--- src/rtl/alk_pkg.sv ---
// Shared types and constants for the ALK carry sequencer.
//   alkc_state_t : divide sequencer states
//   alkc_cmd_t   : decoded, enable-gated, active-high microcycle commands
package alk_pkg;

  localparam int unsigned ALK_DIV_STEPS = 32;
  localparam int unsigned ALK_CNT_W     = $clog2(ALK_DIV_STEPS);

  typedef enum logic [1:0] {
    IDLE   = 2'd0,
    DIV    = 2'd1,
    DBL_HI = 2'd2
  } alkc_state_t;

  typedef struct packed {
    logic divinit;
    logic divstep;
    logic divdbl;
    logic alkc_load;
    logic alkc_clear;
  } alkc_cmd_t;

endpackage

--- src/rtl/alkcseq_if.sv ---
// Microcycle bus between the ALPCTL/ROT decode, ALU slices and the carry sequencer.
//   master : decode/ALU side, drives enable, decodes (active-low) and ALU carry
//   slave  : sequencer side, returns ALKC flag, carry invert, step count, last-step
interface alkcseq_if import alk_pkg::*; #(
  parameter int unsigned CNT_W = ALK_CNT_W
);

  logic             cyc_en_h;
  logic             alpctl_divinit_l;
  logic             alpctl_divstep_l;
  logic             alpctl_divdbl_l;
  logic             alkc_load_l;
  logic             alkc_clear_l;
  logic             alu_cout_h;
  logic             alkc_flag_h;
  logic             carry_invert_h;
  logic [CNT_W-1:0] div_count_h;
  logic             div_last_h;

  modport master (
    output cyc_en_h, alpctl_divinit_l, alpctl_divstep_l, alpctl_divdbl_l,
           alkc_load_l, alkc_clear_l, alu_cout_h,
    input  alkc_flag_h, carry_invert_h, div_count_h, div_last_h
  );

  modport slave (
    input  cyc_en_h, alpctl_divinit_l, alpctl_divstep_l, alpctl_divdbl_l,
           alkc_load_l, alkc_clear_l, alu_cout_h,
    output alkc_flag_h, carry_invert_h, div_count_h, div_last_h
  );

endinterface

--- src/rtl/alkcdivfsm.sv ---
// Divide-step sequencer: state register, step counter and carry-invert register.
//   clk_h, reset_l  : clock, async active-low reset
//   en              : microcycle advance
//   divinit/divstep/divdbl : active-high, already enable-gated decodes
//   alu_cout_h      : ALU carry of the current cycle
//   state, count, carry_invert : registered sequencer state
//   dbl_capture_c   : this cycle is a low-half step whose carry feeds ALKC
module alkcdivfsm import alk_pkg::*; #(
  parameter  int unsigned DIV_STEPS = ALK_DIV_STEPS,
  localparam int unsigned CNT_W     = $clog2(DIV_STEPS)
) (
  input  logic             clk_h,
  input  logic             reset_l,
  input  logic             en,
  input  logic             divinit,
  input  logic             divstep,
  input  logic             divdbl,
  input  logic             alu_cout_h,
  output alkc_state_t      state,
  output logic [CNT_W-1:0] count,
  output logic             carry_invert,
  output logic             dbl_capture_c
);

  localparam logic [CNT_W-1:0] LAST_CNT = CNT_W'(DIV_STEPS - 1);

  alkc_state_t      state_d;
  logic [CNT_W-1:0] count_d;
  logic             carry_invert_d;

  // Next-state decode; divinit beats everything, divdbl beats divstep in DIV.
  always_comb begin
    state_d        = state;
    count_d        = count;
    carry_invert_d = carry_invert;
    dbl_capture_c  = 1'b0;
    if (en) begin
      if (divinit) begin
        state_d        = DIV;
        count_d        = '0;
        carry_invert_d = 1'b1;
      end else begin
        case (state)
          IDLE: carry_invert_d = 1'b0;
          DIV: begin
            if (divdbl) begin
              state_d       = DBL_HI;
              dbl_capture_c = 1'b1;
            end else if (divstep) begin
              carry_invert_d = alu_cout_h;
              count_d        = count + CNT_W'(1);
              state_d        = (count == LAST_CNT) ? IDLE : DIV;
            end
          end
          DBL_HI: begin
            if (divstep) begin
              carry_invert_d = alu_cout_h;
              count_d        = count + CNT_W'(1);
              state_d        = (count == LAST_CNT) ? IDLE : DIV;
            end
          end
          default: state_d = IDLE;
        endcase
      end
    end
  end

  // Sequencer registers.
  always_ff @(posedge clk_h or negedge reset_l) begin
    if (!reset_l) begin
      state        <= IDLE;
      count        <= '0;
      carry_invert <= 1'b0;
    end else begin
      state        <= state_d;
      count        <= count_d;
      carry_invert <= carry_invert_d;
    end
  end

endmodule

--- src/rtl/alkcseq.sv ---
// ALK carry sequencer: ALKC carry flag and divide-step carry-invert control.
//   clk_h   : microcycle clock
//   reset_l : async active-low reset
//   bus     : slave side of alkcseq_if (decodes, ALU carry in; flag, invert,
//             step count and last-step indication out)
module alkcseq import alk_pkg::*; #(
  parameter int unsigned DIV_STEPS = ALK_DIV_STEPS
) (
  input  logic       clk_h,
  input  logic       reset_l,
  alkcseq_if.slave   bus
);

  localparam int unsigned      CNT_W    = $clog2(DIV_STEPS);
  localparam logic [CNT_W-1:0] LAST_CNT = CNT_W'(DIV_STEPS - 1);

  alkc_cmd_t        cmd;
  alkc_state_t      state;
  logic [CNT_W-1:0] count;
  logic             carry_invert;
  logic             dbl_capture_c;
  logic             alkc_flag;

  // Active-high decodes, forced inactive on stalled cycles.
  always_comb begin
    cmd = '0;
    if (bus.cyc_en_h) begin
      cmd.divinit    = ~bus.alpctl_divinit_l;
      cmd.divstep    = ~bus.alpctl_divstep_l;
      cmd.divdbl     = ~bus.alpctl_divdbl_l;
      cmd.alkc_load  = ~bus.alkc_load_l;
      cmd.alkc_clear = ~bus.alkc_clear_l;
    end
  end

  alkcdivfsm #(
    .DIV_STEPS (DIV_STEPS)
  ) u_divfsm (
    .clk_h         (clk_h),
    .reset_l       (reset_l),
    .en            (bus.cyc_en_h),
    .divinit       (cmd.divinit),
    .divstep       (cmd.divstep),
    .divdbl        (cmd.divdbl),
    .alu_cout_h    (bus.alu_cout_h),
    .state         (state),
    .count         (count),
    .carry_invert  (carry_invert),
    .dbl_capture_c (dbl_capture_c)
  );

  // ALKC flag: clear beats the low-half carry capture, which beats a plain load.
  always_ff @(posedge clk_h or negedge reset_l) begin
    if (!reset_l) begin
      alkc_flag <= 1'b0;
    end else if (cmd.alkc_clear) begin
      alkc_flag <= 1'b0;
    end else if (dbl_capture_c) begin
      alkc_flag <= bus.alu_cout_h;
    end else if (cmd.alkc_load) begin
      alkc_flag <= bus.alu_cout_h;
    end
  end

  assign bus.alkc_flag_h    = alkc_flag;
  assign bus.carry_invert_h = carry_invert;
  assign bus.div_count_h    = count;
  assign bus.div_last_h     = (state != IDLE) && (count == LAST_CNT);

endmodule

--- src/flat_wrapper.sv ---
// flat-port wrapper written by rule: the top's interface ports become plain ports
module alkcseq_flat import alk_pkg::*;
#(
  parameter int unsigned DIV_STEPS = ALK_DIV_STEPS
)
  (clk_h, reset_l, bus_cyc_en_h, bus_alpctl_divinit_l, bus_alpctl_divstep_l, bus_alpctl_divdbl_l, bus_alkc_load_l, bus_alkc_clear_l, bus_alu_cout_h, bus_alkc_flag_h, bus_carry_invert_h, bus_div_count_h, bus_div_last_h);
  alkcseq_if bus_i ();
  input  logic clk_h;
  input  logic reset_l;
  input wire logic [$bits(bus_i.cyc_en_h)-1:0] bus_cyc_en_h;
  input wire logic [$bits(bus_i.alpctl_divinit_l)-1:0] bus_alpctl_divinit_l;
  input wire logic [$bits(bus_i.alpctl_divstep_l)-1:0] bus_alpctl_divstep_l;
  input wire logic [$bits(bus_i.alpctl_divdbl_l)-1:0] bus_alpctl_divdbl_l;
  input wire logic [$bits(bus_i.alkc_load_l)-1:0] bus_alkc_load_l;
  input wire logic [$bits(bus_i.alkc_clear_l)-1:0] bus_alkc_clear_l;
  input wire logic [$bits(bus_i.alu_cout_h)-1:0] bus_alu_cout_h;
  output wire logic [$bits(bus_i.alkc_flag_h)-1:0] bus_alkc_flag_h;
  output wire logic [$bits(bus_i.carry_invert_h)-1:0] bus_carry_invert_h;
  output wire logic [$bits(bus_i.div_count_h)-1:0] bus_div_count_h;
  output wire logic [$bits(bus_i.div_last_h)-1:0] bus_div_last_h;
  assign bus_i.cyc_en_h = bus_cyc_en_h;
  assign bus_i.alpctl_divinit_l = bus_alpctl_divinit_l;
  assign bus_i.alpctl_divstep_l = bus_alpctl_divstep_l;
  assign bus_i.alpctl_divdbl_l = bus_alpctl_divdbl_l;
  assign bus_i.alkc_load_l = bus_alkc_load_l;
  assign bus_i.alkc_clear_l = bus_alkc_clear_l;
  assign bus_i.alu_cout_h = bus_alu_cout_h;
  assign bus_alkc_flag_h = bus_i.alkc_flag_h;
  assign bus_carry_invert_h = bus_i.carry_invert_h;
  assign bus_div_count_h = bus_i.div_count_h;
  assign bus_div_last_h = bus_i.div_last_h;
  alkcseq #(.DIV_STEPS(DIV_STEPS)) u_core (.clk_h(clk_h), .reset_l(reset_l), .bus(bus_i));
endmodule
--- config.mk ---
export PLATFORM = sky130hd
export DESIGN_NAME = alkcseq_flat
export DESIGN_NICKNAME = d
export VERILOG_FILES = /design/src/rtl/alk_pkg.sv /design/src/rtl/alkcseq_if.sv /design/src/rtl/alkcdivfsm.sv /design/src/rtl/alkcseq.sv /design/src/flat_wrapper.sv
export SDC_FILE = /design/constraint.sdc
export NUM_CORES = 1
export LEC_CHECK = 0
export CORE_ASPECT_RATIO = 0.8
export CORE_MARGIN = 4
export CORE_UTILIZATION = 30
export CTS_CLUSTER_SIZE = 14
export DETAILED_ROUTE_END_ITERATION = 16
export GPL_TIMING_DRIVEN = 1
export PLACE_DENSITY_LB_ADDON = 0.12
export SLEW_MARGIN = 0
export SYNTH_ARGS = -nofsm -noshare
export SYNTH_HDL_FRONTEND = slang
export SYNTH_SLANG_ARGS = --single-unit
--- constraint.sdc ---
create_clock -name clk_h -period 1.7 [get_ports clk_h]
set_clock_uncertainty 0.1 [all_clocks]
set_input_delay 0.34 -clock clk_h [delete_from_list [all_inputs] [get_ports clk_h]]
set_output_delay 0.34 -clock clk_h [all_outputs]
set_load 0.03 [all_outputs]
==> Flow_metrics.wiki <==
{| class="wikitable"
! Metric !! Value
|-
| Outcome || complete, but fails checks
|-
| Failing checks || setup timing
|-
| Switching Power || 531.0 uW
|-
| Cell Int Power || 824.0 uW
|-
| Number of distinct library cells after synthesis || 29
|-
| Count of nets left with antenna violations after detail routing || 0
|-
| Detailed placement HPWL || 1304 um
|-
| Count of input and output buffers || 16
|-
| Post-layout nets || approximately 130
|-
| Routability Congestion || 0.8134
|-
| Top library cells by usage in the layout, fill and taps aside || sky130_fd_sc_hd__buf_4, sky130_fd_sc_hd__clkdlybuf4s50_1, sky130_fd_sc_hd__dfrtp_1
|-
| Crit path time final || around 1.9 ns
|-
| Category of the most critical setup path || register to output pin
|-
| DR DRC count || 0
|-
| DR WL/cell || 12.62 um
|-
| Area taken by multi-input logic gates || 457.9 um^2
|-
| Endpoints failing hold || 0
|-
| CP Capture Type || output pin
|-
| Proportion of power drawn by flip-flops and latches || 0.252
|-
| Post-DP Area || 988.4 um^2
|-
| First-pass GRT wire length || 2835 um
|-
| TritonCTS clock tree || done
|-
| Die footprint || 2894 um^2
|-
| Most common library cell in the layout ignoring fill and taps || sky130_fd_sc_hd__buf_4
|-
| Pwr/cell area || 1222 nW/um^2
|-
| Final standard cell count with taps included and fillers excluded || 135
|-
| GR Util All Layers || 0.1304
|-
| Unrepaired setup endpoints after global routing || true
|-
| Detailed-route via count || ~670
|-
| Count of clock tree sinks || 9
|-
| Launch point of the critical path || u_core.u_divfsm.count[0]
|-
| Clock latency on the worst-skew pair || about 0.26 ns
|-
| Die Y || 48.93 um
|-
| Number of cell rows || 14
|-
| Combinational share of power || 0.627
|-
| Antenna violations before repair || 0
|-
| Worst setup SP type || register
|-
| Mean Syn Cell Area || 9.517 um^2
|-
| Arrival @ worst endpoint || 1.41 ns
|-
| Final setup violating endpoints || 1
|-
| Number of iterations in the first detailed-routing pass || 4
|-
| Number of antenna repair diodes || 0
|-
| Starting density of the core || 0.3260
|-
| Clock root cell || sky130_fd_sc_hd__clkbuf_4
|-
| Clock network fraction of design power || 0.121
|-
| Grt total ovfl || 0
|-
| Max Cap Violations || 0
|-
| Worst reg2reg path startpoint || u_core.u_divfsm.state[0]
|-
| Standard cell core area || approximately 1900 um^2
|-
| Slew at the pin closest to its max-slew limit || 0.4283 ns
|-
| Post-Layout Inst Area || between 1000 and 1500 um^2
|-
| Sequential Area || between 200 and 250 um^2
|-
| Portion of the post-synthesis area used by sequential elements || 0.3586
|-
| Number of synthesis warnings || 0
|-
| Number of storage elements in the synthesis netlist || 9
|-
| Synthesized area || 628.1 um^2
|-
| Maximum number of pins on one net before global-route repair || 10
|-
| Largest voltage drop on the vdd net || 0.9710 mV
|-
| Number of primary I/O pins || 17
|-
| Routed vias/inst || 4.985
|-
| Width of the die || 59.16 um
|-
| Layout Area Growth over Synthesis || 76.49%
|-
| Switching power share of the total || 0.3919
|-
| TritonCTS buffer count || 3
|-
| R2r worst-path depth || 5
|-
| Share of the clock period used by the worst path after layout || 1.089
|-
| Slew headroom || 0.7136
|-
| Count of mapped cells out of synthesis || 66
|-
| Leakage dissipation || 0.0005195 uW
|-
| Number of placed instances, taps included || 127
|-
| Layout fillers || 180
|-
| CP Data Required Time || 1.26 ns
|-
| Final max-slew violation count || 0
|-
| Worst Setup Slack, final || -0.1508 ns
|-
| Design Power || 1355 uW
|-
| Reg2reg setup slack || around 0.05 ns
|-
| Number of global-route vias before repair || 657
|-
| Maximum clock path buffer count || 2
|-
| Clock-pin slew of the registers on the worst-case setup and hold paths || 0.06 ns
|-
| Max Fclk || 540.3 MHz
|-
| Worst Path Max Fanout || 2
|-
| Proportion of layout cells with a drive suffix above 1 || 0.4685
|-
| Type of the worst min-delay path || input port to async pin
|-
| H-tree lvl count || 1
|-
| Initial DRC count || 13
|-
| Post-Route WL || 1704 um
|-
| Synthesized net count || 80
|}
per-layer routing:
metal / GRT usage / wire, um / vias up
met5: 0 / 0 / -
met4: 0.03396 / 13 / 0
met3: 0.05556 / 76 / 2
met2: 0.1949 / 799 / 15
met1: 0.1707 / 815 / 318
li1: - / - / 338
metrics by stage:
stage / utilization / hold slack [ns] / setup TNS, ns / setup slack [ns]
6_report: 0.5753 / 0.2837 / -0.1508 / -0.1508
5_1_grt: 0.5753 / 0.3054 / -0.2432 / -0.1968
4_1_cts: 0.5357 / 0.2992 / -0.1752 / -0.1752
3_5_place_dp: 0.5130 / 0.4786 / -0.8758 / -0.4077
3_3_place_gp: 0.5130 / 0.4828 / -0.8337 / -0.4034
2_1_floorplan: - / -0.05559 / 0 / 0.06208
cells in the mapped netlist:
library cell                instances  share of area
sky130_fd_sc_hd__a21bo_2            2          0.032
sky130_fd_sc_hd__a21o_1             1          0.012
sky130_fd_sc_hd__a21oi_1            2          0.016
sky130_fd_sc_hd__a22oi_1            2          0.024
sky130_fd_sc_hd__a311oi_1           1          0.014
sky130_fd_sc_hd__a31o_1             1          0.014
sky130_fd_sc_hd__a32oi_1            1          0.014
sky130_fd_sc_hd__and2b_2            1          0.014
sky130_fd_sc_hd__and3_1             2          0.020
sky130_fd_sc_hd__buf_2              1         0.0080
sky130_fd_sc_hd__dfrtp_1            9           0.36
sky130_fd_sc_hd__ha_1               5           0.10
sky130_fd_sc_hd__inv_1              4          0.024
sky130_fd_sc_hd__mux2_4             1          0.024
sky130_fd_sc_hd__nand2_1            5          0.030
sky130_fd_sc_hd__nand2_2            1          0.010
sky130_fd_sc_hd__nand2b_1           3          0.030
sky130_fd_sc_hd__nand3_1            2          0.016
sky130_fd_sc_hd__nand4_1            4          0.040
sky130_fd_sc_hd__nor2_1             4          0.024
sky130_fd_sc_hd__nor2b_1            3          0.030
sky130_fd_sc_hd__nor2b_4            1          0.022
sky130_fd_sc_hd__nor3_1             1         0.0080
sky130_fd_sc_hd__o21ai_0            4          0.032
sky130_fd_sc_hd__o21ai_2            1          0.014
sky130_fd_sc_hd__o2bb2ai_1          1          0.014
sky130_fd_sc_hd__o311ai_2           1          0.026
sky130_fd_sc_hd__o41ai_1            1          0.014
sky130_fd_sc_hd__or3b_4             1          0.018
critical path: stages, from the launching register on:
cell and delay [ns]:
sky130_fd_sc_hd__dfrtp_2 0.42, sky130_fd_sc_hd__ha_4 0.16, sky130_fd_sc_hd__and3_4 0.17, sky130_fd_sc_hd__ha_4 0.15, sky130_fd_sc_hd__nor2b_4 0.12, sky130_fd_sc_hd__buf_6 0.13
cell families after synthesis:
group | after synthesis | share of synthesized area
AOI/OAI and AO/OA | 18 | 0.2251
adders and majority gates | 5 | 0.09960
buffers and inverters | 5 | 0.03186
DFF | 9 | 0.3586
muxes | 1 | 0.02390
and+or+nand+nor | 28 | 0.2609
area by class of cell:
type / count / area share
Sequential cell: 9 / 0.2054
Timing Repair Buffer: 42 / 0.3172
Multi-Input combinational cell: 52 / 0.4131
Tap cell: 24 / 0.02709
Inverter: 4 / 0.01354
Clock buffer: 4 / 0.02370
power groups by stage:
stage,Clock [uW],Combinational (uW),Sequential (uW)
floorplan,0,287,429
global placement,0,748,323
detailed placement,0,752,329
CTS,173,725,327
global route,190,935,353
finish,164,849,342
flip-flops by register name (all words and copies together) (netlist names):
register                      cells
u_core.bus.alkc_flag_h            1
u_core.u_divfsm.count             5
u_core.u_divfsm.state             2
u_core.u_divfsm.carry_invert      1
path summary, 6_finish.rpt:
path	end
min in group clk_h	u_core.u_divfsm.carry_invert
setup / recovery	bus_div_last_h
hold reg to reg	u_core.u_divfsm.carry_invert
hold / removal	u_core.u_divfsm.count[4]
setup reg to reg	u_core.u_divfsm.count[2]
max in group asynchronous	u_core.u_divfsm.count[1]
what timing repair did:
| action | CTS | global route |
|---|---|---|
| endpoints found under the setup margin | 9 | 7 |
| setup buffers | 0 | 4 |
| pin swaps | 2 | 4 |
| gates resized for setup | 19 | 11 |
| endpoints found under the hold margin | 0 | 0 |
| hold buffers | 0 | 0 |
No activity file was read; power rests on OpenSTA's default activity.
